--- config.mk ---
export PLATFORM = sky130hd
export DESIGN_NAME = ysyx_22041207_muldiv_ctrl
export DESIGN_NICKNAME = d
export VERILOG_FILES = /design/src/rtl/ysyx_22041207_muldiv_ctrl.sv
export SDC_FILE = /design/constraint.sdc
export NUM_CORES = 1
export LEC_CHECK = 0
export ABC_AREA = 1
export CORE_AREA = 2 2 286 288
export CTS_CLUSTER_DIAMETER = 100
export DETAILED_ROUTE_END_ITERATION = 8
export DIE_AREA = 0 0 288 290
export GPL_TIMING_DRIVEN = 1
export MAX_ROUTING_LAYER = met4
export PLACE_DENSITY_LB_ADDON = 0.1
export SYNTH_ARGS = -nofsm -noshare
export SYNTH_HDL_FRONTEND = slang
export SYNTH_SLANG_ARGS = --single-unit
--- constraint.sdc ---
create_clock -name clk -period 4.04 [get_ports clk]
set_input_delay 0.808 -clock clk [delete_from_list [all_inputs] [get_ports clk]]
set_output_delay 0.808 -clock clk [all_outputs]
set_load 0.02 [all_outputs]
--- src/rtl/ysyx_22041207_muldiv_ctrl.sv ---
// Sequencer between the EXU and the shared iterative multiplier/divider: one M-extension op
// at a time, divider corner cases resolved locally, *W extension. Optional result cache: MULDIV_CACHE_EN.
module ysyx_22041207_muldiv_ctrl #(
  parameter int XLEN = 64,
  parameter int WLEN = 32
) (
  input  logic            clk,
  input  logic            rst,
  input  logic            flush,
  input  logic            req_valid,
  input  logic [2:0]      req_op,
  input  logic            req_word,
  input  logic [XLEN-1:0] req_a,
  input  logic [XLEN-1:0] req_b,
  output logic            stall,
  output logic            resp_valid,
  output logic [XLEN-1:0] resp_data,
  output logic            mul_valid,
  output logic [1:0]      mul_sign,
  output logic            mul_flush,
  output logic [XLEN-1:0] mul_a,
  output logic [XLEN-1:0] mul_b,
  input  logic            mul_ready,
  input  logic            mul_out_valid,
  input  logic [XLEN-1:0] mul_hi,
  input  logic [XLEN-1:0] mul_lo,
  output logic            div_valid,
  output logic            div_signed,
  output logic            div_flush,
  output logic [XLEN-1:0] div_a,
  output logic [XLEN-1:0] div_b,
  input  logic            div_ready,
  input  logic            div_out_valid,
  input  logic [XLEN-1:0] div_quot,
  input  logic [XLEN-1:0] div_rem
);

  typedef enum logic [1:0] {
    S_IDLE  = 2'd0,
    S_ISSUE = 2'd1,
    S_BUSY  = 2'd2,
    S_DONE  = 2'd3
  } state_t;

  localparam logic [2:0] OP_MUL    = 3'd0;
  localparam logic [2:0] OP_MULH   = 3'd1;
  localparam logic [2:0] OP_MULHSU = 3'd2;

  state_t          state_q, state_d;
  logic [2:0]      op_q, op_d;
  logic            word_q, word_d;
  logic [XLEN-1:0] a_q, a_d;
  logic [XLEN-1:0] b_q, b_d;
  logic [1:0]      msign_q, msign_d;
  logic            dsigned_q, dsigned_d;
  logic [XLEN-1:0] res_q, res_d;
  logic            resp_q, resp_d;

  function automatic logic [XLEN-1:0] word_ext(input logic [XLEN-1:0] v, input logic zext);
    if (zext) word_ext = {{(XLEN-WLEN){1'b0}}, v[WLEN-1:0]};
    else      word_ext = {{(XLEN-WLEN){v[WLEN-1]}}, v[WLEN-1:0]};
  endfunction

  // Request decode: extended operands and divider corner cases.
  logic            req_is_div;
  logic            req_div_sgn;
  logic            req_word_eff;
  logic            req_zext;
  logic [XLEN-1:0] a_ext;
  logic [XLEN-1:0] b_ext;
  logic [XLEN-1:0] div_min;
  logic            req_b_zero;
  logic            req_ovf;
  logic            req_corner;
  logic [XLEN-1:0] corner_raw;
  logic [XLEN-1:0] corner_res;
  logic [1:0]      req_msign;

  assign req_is_div   = req_op[2];
  assign req_div_sgn  = req_op[2] & ~req_op[0];
  // High-half multiplies have no word form, so the word bit is dropped for them.
  assign req_word_eff = req_word & ((req_op == OP_MUL) | req_op[2]);
  assign req_zext     = req_op[2] & req_op[0];
  assign a_ext        = req_word_eff ? word_ext(req_a, req_zext) : req_a;
  assign b_ext        = req_word_eff ? word_ext(req_b, req_zext) : req_b;
  assign div_min      = req_word_eff ? {{(XLEN-WLEN+1){1'b1}}, {(WLEN-1){1'b0}}}
                                     : {1'b1, {(XLEN-1){1'b0}}};
  assign req_b_zero   = (b_ext == {XLEN{1'b0}});
  assign req_ovf      = req_div_sgn & (a_ext == div_min) & (b_ext == {XLEN{1'b1}});
  assign req_corner   = req_is_div & (req_b_zero | req_ovf);

  always_comb begin
    corner_raw = {XLEN{1'b0}};
    if (req_b_zero) corner_raw = req_op[1] ? a_ext : {XLEN{1'b1}};
    else            corner_raw = req_op[1] ? {XLEN{1'b0}} : a_ext;
    corner_res = req_word_eff ? word_ext(corner_raw, 1'b0) : corner_raw;
  end

  always_comb begin
    req_msign = 2'b00;
    case (req_op)
      OP_MUL, OP_MULH: req_msign = 2'b11;
      OP_MULHSU:       req_msign = 2'b10;
      default:         req_msign = 2'b00;
    endcase
  end

  // Active-unit view of the latched op.
  logic            unit_is_div;
  logic            unit_ready;
  logic            unit_out_valid;
  logic [XLEN-1:0] unit_raw;
  logic [XLEN-1:0] unit_res;

  assign unit_is_div    = op_q[2];
  assign unit_ready     = unit_is_div ? div_ready : mul_ready;
  assign unit_out_valid = unit_is_div ? div_out_valid : mul_out_valid;

  always_comb begin
    unit_raw = {XLEN{1'b0}};
    if (unit_is_div) unit_raw = op_q[1] ? div_rem : div_quot;
    else             unit_raw = (op_q == OP_MUL) ? mul_lo : mul_hi;
    unit_res = word_q ? word_ext(unit_raw, 1'b0) : unit_raw;
  end

  logic            cache_hit;
  logic [XLEN-1:0] cache_res;

`ifdef MULDIV_CACHE_EN
  logic            cv_q;
  logic [2:0]      cop_q;
  logic            cword_q;
  logic [XLEN-1:0] ca_q;
  logic [XLEN-1:0] cb_q;
  logic [XLEN-1:0] cres_q;

  assign cache_hit = cv_q & (cop_q == req_op) & (cword_q == req_word_eff) &
                     (ca_q == a_ext) & (cb_q == b_ext);
  assign cache_res = cres_q;

  // Entry is written whenever a response is presented; flush leaves it intact.
  always_ff @(posedge clk) begin
    if (rst) begin
      cv_q    <= 1'b0;
      cop_q   <= 3'd0;
      cword_q <= 1'b0;
      ca_q    <= {XLEN{1'b0}};
      cb_q    <= {XLEN{1'b0}};
      cres_q  <= {XLEN{1'b0}};
    end else if (state_q == S_DONE) begin
      cv_q    <= 1'b1;
      cop_q   <= op_q;
      cword_q <= word_q;
      ca_q    <= a_q;
      cb_q    <= b_q;
      cres_q  <= res_q;
    end
  end
`else
  assign cache_hit = 1'b0;
  assign cache_res = {XLEN{1'b0}};
`endif

  always_comb begin
    state_d   = state_q;
    op_d      = op_q;
    word_d    = word_q;
    a_d       = a_q;
    b_d       = b_q;
    msign_d   = msign_q;
    dsigned_d = dsigned_q;
    res_d     = res_q;
    resp_d    = 1'b0;
    mul_valid = 1'b0;
    div_valid = 1'b0;
    mul_flush = 1'b0;
    div_flush = 1'b0;
    if (flush) begin
      // A result arriving alongside the flush is dropped with the op.
      state_d = S_IDLE;
      if ((state_q == S_ISSUE) || (state_q == S_BUSY)) begin
        mul_flush = ~unit_is_div;
        div_flush = unit_is_div;
      end
    end else begin
      case (state_q)
        S_IDLE: begin
          if (req_valid) begin
            op_d      = req_op;
            word_d    = req_word_eff;
            a_d       = a_ext;
            b_d       = b_ext;
            msign_d   = req_is_div ? 2'b00 : req_msign;
            dsigned_d = req_div_sgn;
            if (req_corner) begin
              res_d   = corner_res;
              resp_d  = 1'b1;
              state_d = S_DONE;
            end else if (cache_hit) begin
              res_d   = cache_res;
              resp_d  = 1'b1;
              state_d = S_DONE;
            end else begin
              state_d = S_ISSUE;
            end
          end
        end
        S_ISSUE: begin
          if (unit_ready) begin
            mul_valid = ~unit_is_div;
            div_valid = unit_is_div;
            state_d   = S_BUSY;
          end
        end
        S_BUSY: begin
          if (unit_out_valid) begin
            res_d   = unit_res;
            resp_d  = 1'b1;
            state_d = S_DONE;
          end
        end
        S_DONE:  state_d = S_IDLE;
        default: state_d = S_IDLE;
      endcase
    end
  end

  always_ff @(posedge clk) begin
    if (rst) begin
      state_q   <= S_IDLE;
      op_q      <= 3'd0;
      word_q    <= 1'b0;
      a_q       <= {XLEN{1'b0}};
      b_q       <= {XLEN{1'b0}};
      msign_q   <= 2'b00;
      dsigned_q <= 1'b0;
      res_q     <= {XLEN{1'b0}};
      resp_q    <= 1'b0;
    end else begin
      state_q   <= state_d;
      op_q      <= op_d;
      word_q    <= word_d;
      a_q       <= a_d;
      b_q       <= b_d;
      msign_q   <= msign_d;
      dsigned_q <= dsigned_d;
      res_q     <= res_d;
      resp_q    <= resp_d;
    end
  end

  assign stall      = req_valid & ~resp_q;
  assign resp_valid = resp_q;
  assign resp_data  = res_q;
  assign mul_sign   = msign_q;
  assign mul_a      = a_q;
  assign mul_b      = b_q;
  assign div_signed = dsigned_q;
  assign div_a      = a_q;
  assign div_b      = b_q;

endmodule
# After elaboration in Yosys (flattened, before gate mapping)
# Index checks and enable logic that the tools add are counted.
word_totals:
  n_memories: 0
  reg_bits: 202
  elab_cells: 84
  latchBits: 0
  inputBits: 396
  mem_bits_rw: 0
  rom_bits: 0
  output_inout_bits: 329
op_classes:
  n_reduce_logical: 11
  shifts: 0
  bitwise_logic: 13
  n_mux: 40
  n_lt_le_gt_ge: 0
  addsub: 0
  n_eq_ne: 11
  n_mul: 0
  div_mod_pow: 0
op_table:
  columns: ["operator", "n"]
  rows:
  - ["64-bit two-way mux", 15]
  - ["64-bit case mux with 2 select lines", 1]
  - ["64-bit equality test", 1]
  - ["64-bit equality test, second input constant", 1]
  - ["64-bit logical NOT", 1]
  - ["63-bit two-way mux", 1]
  - ["1-bit two-way mux", 15]
  - ["2-bit two-way mux", 5]
  - ["2-bit != test, second input constant", 4]
  - ["2-bit case mux with 4 select lines", 1]
  - ["1-bit bitwise AND", 7]
  - ["3-bit logical NOT", 2]
  - ["3-bit AND reduction", 2]
  - ["5-bit AND reduction", 1]
  - ["2-bit equality test, second input constant", 2]
  - ["1-bit inverter", 4]
  - ["2-bit case mux with 2 select lines", 1]
  - ["2-bit OR reduction", 2]
  - ["3-bit by 1-bit equality test with 1-bit output, second input constant", 1]
  - ["3-bit by 2-bit equality test with 1-bit output, second input constant", 1]
  - ["2-bit by 1-bit equality test with 1-bit output, second input constant", 1]
  - ["2-bit logical NOT", 1]
  - ["1-bit OR", 2]
  - ["1-bit case mux with 2 select lines", 1]
  - ["other kinds (2)", 2]

# Logic depth before layout (Yosys ltp)
# Gate-level depths: netlist of the first run.
depth:
  word_depth: 12
  depth_mapped: 20

# Worst setup path before layout of the first run
# OpenSTA, ideal clock, no wires.
synth_timing:
  path_kind: "input port to flip-flop"
  start: "input req_op[0]"
  end: "register res_q[10] (netlist: resp_data[10])"
  setup_time_ns: 0.115
  n_path_buf: 4
  t_arrival_ns: 2.478
  path_stages: 16
  required_time_ns: 3.925
  path_slack_ns: 1.447
  path_cell_list: "o21ai_2 nand2_2 buf_6 buf_6 nand2_1 nand2_1 nor3_2 nand3_2 nand2_1 nand2_1 nand2_2 buf_4 buf_4 nand3_1 nand2_1 nor2_1"
synth_between:
  elab_chain_len: 11
synth_rtl:
  columns: ["item", "line_no", "text"]
  rows:
  - ["start, declared", "11", "input logic [2:0] req_op,"]
  - ["3-bit logical NOT", "82", "assign req_word_eff = req_word & ((req_op == OP_MUL) | req_op[2]);"]
  - ["1-bit OR", "82", null]
  - ["1-bit bitwise AND", "82", null]
  - ["64-bit two-way mux / 63-bit two-way mux (equally long branches)", "84, 86", null]
  - ["64-bit equality test", "89", "assign req_ovf = req_div_sgn & (a_ext == div_min) & (b_ext == {XLEN{1'b1}});"]
  - ["1-bit bitwise AND (2 in a row)", "89", null]
  - ["1-bit OR", "90", "assign req_corner = req_is_div & (req_b_zero | req_ovf);"]
  - ["1-bit bitwise AND", "90", null]
  - ["2-bit != test (no line)", null, null]
  - ["5-bit AND reduction (no line)", null, null]
  - ["end signal, assigned", "237", "res_q <= {XLEN{1'b0}};"]
  - ["end signal, assigned", "247", "res_q <= res_d;"]
  - ["end, declared", "56", "logic [XLEN-1:0] res_q, res_d;"]
# Several ways; a longest one is shown, not always the timed one. The select of a mux whose other input is x is not followed.
# A chain may end at the register's enable or synchronous reset.

# Worst setup path in the final report of the first run
layout_timing:
  start: "register op_q[2]"
  end: "output div_valid"
layout_between:
  elab_chain_len: 4
layout_rtl:
  columns: ["item", "line_no", "text"]
  rows:
  - ["start, declared", "50", "logic [2:0] op_q, op_d;"]
  - ["start signal, assigned", "241", "op_q <= op_d;"]
  - ["1-bit two-way mux", "116", "assign unit_ready = unit_is_div ? div_ready : mul_ready;"]
  - ["1-bit two-way mux *", "209", "if (unit_ready) begin"]
  - ["1-bit two-way mux *", "186", "case (state_q)"]
  - ["1-bit two-way mux *", "178", "if (flush) begin"]
  - ["end, declared", "27", "output logic div_valid,"]
# Every way passes the cells marked *; elsewhere a longest branch is shown, timed or not.

==> metrics.md, run 1 <==
| Metric | Value |
|---|---|
| Worst setup SP type | `flip-flop` |
| Synth area leaders | `dfxtp_1 30%, nand2_1 12%, o21ai_0 12%` |
| Largest net degree at the start of global routing | `~120` |
| Reg clk slew, reported paths | `approximately 0.06 ns` |
| CP max FO | `65` |
| Final wirelength | `81.6 mm` |
| Switching Power | `~2500 uW` |
| Initial antenna violation count | `7` |
| Final nets | `between 3000 and 4000` |
| Power per Cell Area | `about 330 nW/um2` |
| Most frequent cell after synthesis | `nand2_1` |
| All-Layer GR Usage | `a little under a fifth` |
| Initial Utilization | `between 10% and 20%` |
| Die Wd | `about 290 um` |
| Final hold viol count | `0` |
| Postcts setup bufs | `0` |
| Ports | `725` |
| Dpl cells | `about 3800` |
| Htree depth | `1` |
| Final routed DRC violation total | `0` |
| Share of cells above drive strength 1 | `under 10%` |
| RSZ-0062 raised after global routing | `false` |
| Switching part of the total | `between 30% and 40%` |
| Int Power | `~4700 uW` |
| Flop2flop setup slack | `1.20 ns` |
| Grt ovf | `0` |
| Class of the worst hold path | `flip-flop to flip-flop` |
| Setup Viol. Count Final | `0` |
| Pleak | `just over 0.009 uW` |
| Max-Cap Viols | `0` |
| Die area | `between 80000 and 90000 um2` |
| CTS tree | `yes` |
| Longest Clk Path Bufs | `3` |
| Max-slew violation count | `0` |
| Drt pass-1 iters | `5` |
| Status | `finished clean` |
| Clk Tree Root Cell | `clkbuf_16` |
| Vias per cell | `around 4.3` |
| Worst-Skew Late Latency | `0.60 ns` |
| Actual slew at the worst max-slew pin | `approximately 1.0 ns` |
| Drt wl/cell | `approximately 21 um` |
| Vias | `~17000` |
| Core area | `80200 um2` |
| FP Rows | `around 100` |
| HPWL after DPL | `approximately 63 mm` |
| Area delta synth->final | `60.9%` |
| Reg power frac | `about a third` |
| Fillers | `a little under 9000` |
| Post-CTS Hold Buffers | `0` |
| Area leader, netlist | `dfxtp_1` |
| Crit. End Element | `output pin` |
| Post-synthesis register bit count | `just over 200` |
| Fmax | `roughly 300 MHz` |
| Synth warn | `0` |
| Crit path kind | `flip-flop to output pin` |
| Final std cells w/o fill | `3852` |
| Part of the power in combinational logic | `32.2%` |
| Clk pwr share | `between 30% and 40%` |
| TritonCTS Buffers | `30` |
| Layout Skew | `~0.036 ns` |
| Number of library cell types mapped by synthesis | `32` |
| Register area share after synthesis | `~30%` |
| Synth Instances | `around 2300` |
| Mapped cell area | `13600 um2` |
| Final Cycle Share | `between 80% and 90%` |
| Prevailing post-synth register cell | `dfxtp_1` |
| Synth top cells by count | `441 x nand2_1, 424 x nor2_1, 320 x o21ai_0` |
| Post_cts resized | `0` |
| Worst vdd ir | `281 uV` |
| Critical Path RT | `~3.2 ns` |
| DIE HEIGHT | `290 um` |
| Number of flops mapped to enable cells by yosys | `0` |
| Port bufs | `approximately 720` |
| Syn avg cell area | `around 6 um2` |
| Power Total | `slightly above 7000 uW` |
| CTS Sinks | `202` |
| Iter 0 DRT Violations | `just over 1000` |
| Vias in the first global route | `16400` |
| Post-synth ARST share | `0%` |
| First-pass GRT wire length | `about 120 mm` |
| GPL Wtd Cong | `between 0.8 and 0.9` |
| Syn nets | `2667` |
| Post-synth top area share | `between 20 and 30%` |
| Final min period | `between 3 and 4 ns` |
| WP data arrival | `roughly 2.6 ns` |
| Antenna viol nets, final | `0` |
| Relative slew slack | `approximately a third` |
cells in the final DEF, fill, tap and decap left out, drive strengths merged:
cell and count:
buf 41, ha 3, diode 8, nand3 76
mux2i 1, dfxtp 202, clkdlybuf4s50 722, clkinv 10
o211ai 22, clkbuf 43, or2 1, nor3 6
nand3b 2, nand2 444, inv 162, a211oi 3
o21bai 1, o31ai 1, clkinvlp 1, o21ai 331
o22ai 63, a21boi 31, nor2 424, nand4 11
a21oi 183
state kept, by name, indices dropped and copies added (netlist names):
| name | count |
|---|---|
| div_a | 64 |
| div_b | 64 |
| resp_data | 64 |
| op_q | 3 |
| mul_sign | 2 |
| state_q | 2 |
| div_signed | 1 |
| resp_valid | 1 |
| word_q | 1 |
worst paths after layout:
path	startpoint	to	depth (start not counted)
worst max-delay path	op_q[2]	div_valid	4
worst min-delay path	mul_sign[0]	mul_sign[0]	2
worst max register to register	op_q[1]	resp_data[58]	11
worst min register to register	mul_sign[0]	mul_sign[0]	2
power groups by stage:
stage	registers [uW]	clock network [uW]	logic, uW
finish	2250	2590	2300
global route	2270	2790	2490
CTS	2250	2710	2330
detailed placement	2300	0	2320
global placement	2290	0	2320
floorplan	2390	0	1060
worst max-delay path, cell delays in order, from the launching register on:
cell and delay (ns):
dfxtp_2 0.35, buf_4 0.57, nand2_1 0.15, nor3_1 0.17
clkdlybuf4s50_1 0.73
cell families after synthesis:
logic type      Yosys count  synth area share [%]
compound gates          635                  25.1
fa+ha+maj                 3                 0.276
buf+inv                 463                  17.0
flops                   202                  29.8
mux                       1                0.0736
simple gates            964                  27.8
stage by stage:
| step | utilization, % | setup TNS, ns | hold WS (ns) | setup slack (ns) | cell area, um2 |
|---|---|---|---|---|---|
| after floorplan | - | 0 | 0.461 | 1.45 | 13600 |
| after global placement | 26.0 | -4.59 | 0.464 | -0.129 | 20900 |
| after detailed placement | 26.0 | -1.69 | 0.457 | -0.0670 | 20900 |
| after CTS | 27.3 | 0 | 0.466 | 0.541 | 21800 |
| after global routing | 27.3 | 0 | 0.506 | 0.228 | 21900 |
| final | 27.3 | 0 | 0.463 | 0.683 | 21900 |
final cells by class:
| cell class | count | area [um2] | share of cell area (%) |
|---|---|---|---|
| clock inverters | 10 | 85.1 | 0.389 |
| well taps | 1060 | 1330 | 6.06 |
| repair buffers | 763 | 7620 | 34.8 |
| clock buffers | 43 | 890 | 4.07 |
| diodes | 8 | 20.0 | 0.0915 |
| multi-input cells | 1603 | 7270 | 33.2 |
| flip-flops and latches | 202 | 4050 | 18.5 |
| inverters | 163 | 614 | 2.81 |
layer usage:
metal | part of all wire (%) | global-route usage, %
met2 | 50 | 32.8
met4 | 2.6 | 5.32
met3 | 6.1 | 3.89
met1 | 41 | 22.6
met5 | 0 | -
(Power assumes the default switching activity.)
==> inputs of run 2 (changes only) <==
- CORE_AREA: 2 2 286 288 -> 2 2 281 283
- DIE_AREA: 0 0 288 290 -> 0 0 283 285
- clock period: 4.04 -> 2.8 ns (I/O delays scaled with it)
==> run 2 against run 1 <==
Sequential power increased by 44%; clock skew is 0.0013 ns lower; non-clock buffer count is 173 higher; largest power group unchanged.
==> metrics.md, run 2 (same netlist as run 1, synthesis figures left out) <==
| Metric | Value |
|---|---|
| Final instance area | `between 20000 and 25000 um2` |
| First-pass GRT wire length | `about 120 mm` |
| Class of the worst hold path | `flip-flop to flip-flop` |
| Worst-Skew Late Latency | `a little over 0.6 ns` |
| Iter 0 DRT Violations | `1020` |
| RSZ-0062 raised after global routing | `true` |
| All-Layer GR Usage | `20.0%` |
| Max incr delay on CP | `roughly 0.48 ns` |
| Int Power | `slightly above 7000 uW` |
| Part of the power in combinational logic | `33.9%` |
| Final routed DRC violation total | `0` |
| Relative slew slack | `31.0%` |
| Final wirelength | `~83 mm` |
| CTS Sinks | `a little over 200` |
| Status | `finished clean` |
| Switching part of the total | `between 30% and 40%` |
| Antenna viol nets, final | `0` |
| Port bufs | `724` |
| TritonCTS Buffers | `30` |
| DIE HEIGHT | `around 290 um` |
| Clk pwr share | `a little over a third` |
| Final hold viol count | `0` |
| CTS tree | `yes` |
| Die Wd | `283 um` |
| Largest net degree at the start of global routing | `about 100` |
| Actual slew at the worst max-slew pin | `approximately 1.0 ns` |
| Critical Path RT | `3.27 ns` |
| FP Rows | `approximately 100` |
| Fmax | `between 300 and 400 MHz` |
| Reg power frac | `30.3%` |
| Drt wl/cell | `between 20 and 25 um` |
| CP dominant cell by count | `nand2_1` |
| Crit-path cells | `clkdlybuf4s50_1 > o21ai_2 > nand2_4 > buf_12 > nand2_1 > nand4_1 > nor2_1 > nand2_1 > nor2_1 > nand2_1 > nand2_1 > nand2_1 > nand2_4 > nand2_4 > clkbuf_16 > nor2_1 > nor2_1` |
| Most frequent cells in the layout | `718 x clkdlybuf4s50_1, 438 x nand2_1, 418 x nor2_1, 319 x o21ai_0, 200 x dfxtp_1` |
| Initial antenna violation count | `5` |
| CP max FO | `40` |
| Vias in the first global route | `17100` |
| Final min period | `2.65 ns` |
| Switching Power | `3690 uW` |
| Die area | `80700 um2` |
| GPL Wtd Cong | `0.902` |
| Htree depth | `1` |
| WP data arrival | `roughly 3.1 ns` |
| Ports | `between 700 and 800` |
| Initial Utilization | `between 10% and 20%` |
| Worst setup SP type | `primary input` |
| Crit. End Element | `flip-flop` |
| Max-slew violation count | `0` |
| Share of cells above drive strength 1 | `under 10%` |
| Final Cycle Share | `94.7%` |
| HPWL after DPL | `approximately 64 mm` |
| Area delta synth->final | `73.7%` |
| Setup Viol. Count Final | `0` |
| Crit path kind | `primary input to flip-flop` |
| Longest Clk Path Bufs | `3` |
| Clk Tree Root Cell | `clkbuf_16` |
| Vias | `approximately 18000` |
| Drt pass-1 iters | `5` |
| Worst vdd ir | `roughly 430 uV` |
| Slowest cell on crit path | `clkdlybuf4s50_1` |
| Most common cell after layout, fill and taps aside | `clkdlybuf4s50_1` |
| Layout Skew | `0.0348 ns` |
| Core area | `between 70000 and 80000 um2` |
| Final nets | `~3300` |
| Grt ovf | `0` |
| Vias per cell | `4.36` |
| Pleak | `0.0102 uW` |
| Reg clk slew, reported paths | `approximately 0.060 ns` |
| Power per Cell Area | `455 nW/um2` |
| Final std cells w/o fill | `roughly 4000` |
| Dpl cells | `3948` |
| Max-Cap Viols | `0` |
| DP Area | `approximately 22000 um2` |
[run 2: changes by cell type in the layout (fill, tap and decap cells not counted), moves of 3 or more]
| cell | change |
|---|---|
| clkbuf_16 | +3 |
| nand2_4 | +3 |
| clkdlybuf4s50_1 | -4 |
| clkbuf_8 | -5 |
| buf_4 | +145 |
| nor2_1 | -6 |
| buf_12 | +24 |
| nor2_4 | +3 |
| nor2_2 | +3 |
| clkbuf_1 | +8 |
[run 2: final timing paths]
path                                   from             to  slack [ns]  depth (start not counted)
worst max register to register      op_q[2]  resp_data[42]        0.41                         11
worst max-delay path              req_op[0]  resp_data[37]        0.15                         17
worst min register to register  mul_sign[0]    mul_sign[0]        0.47                          2
worst min-delay path            mul_sign[0]    mul_sign[0]        0.47                          2
[run 2: area by class of cell]
cell class,count,area [um2]
sequential,202,4050
inverter,163,614
antenna,6,15.0
tap,1050,1310
timing repair buffer,936,9300
clock buffer,46,851
fill,8512,54400
multi-input combinational,1603,7330
clock inverter,10,134
[run 2: worst max-delay path: cells and delay by family]
| family | cells | cell delay [ns] |
|---|---|---|
| AOI/OAI and AO/OA | 1 | 0.23 |
| and+or+nand+nor | 13 | 1.41 |
| buffers and inverters | 3 | 0.89 |
[run 2: power groups by stage]
stage / Clock [uW] / Sequential (uW) / Combinational (uW)
2_1_floorplan: 0 / 3440 / 1530
3_3_place_gp: 0 / 3310 / 3610
3_5_place_dp: 0 / 3320 / 3610
4_1_cts: 4000 / 3260 / 3650
5_1_grt: 4110 / 3280 / 3930
6_report: 3850 / 3250 / 3630
[run 2: layer usage]
layer / vias up / wire [um] / share of wire, % / global-route usage (%)
li1: 8604 / - / - / -
met1: 8127 / 34600 / 42 / 24.0
met4: 0 / 2490 / 3.0 / 6.32
met5: - / 0 / 0 / -
met3: 109 / 5280 / 6.3 / 3.77
met2: 666 / 40800 / 49 / 33.8
[run 2: what timing repair did]
item | in CTS | in global routing
endpoints found under the setup margin | 67 | 65
resized for setup | 9 | 13
gates cloned | 2 | 4
pin swaps | 0 | 4
buffers inserted | 0 | 1
hold buffers | 0 | 0
[run 2: stage by stage]
stage	total power [uW]	utilization [%]	worst slack (ns)	hold WS [ns]	setup TNS, ns
2_1_floorplan	4970	-	0.455	0.461	0
3_3_place_gp	6930	28.7	-0.744	0.460	-45.52
3_5_place_dp	6920	28.7	-0.767	0.460	-47.68
4_1_cts	10900	30.1	0.0275	0.441	0
5_1_grt	11300	30.3	-0.00571	0.492	-0.0139
6_report	10700	30.3	0.148	0.465	0
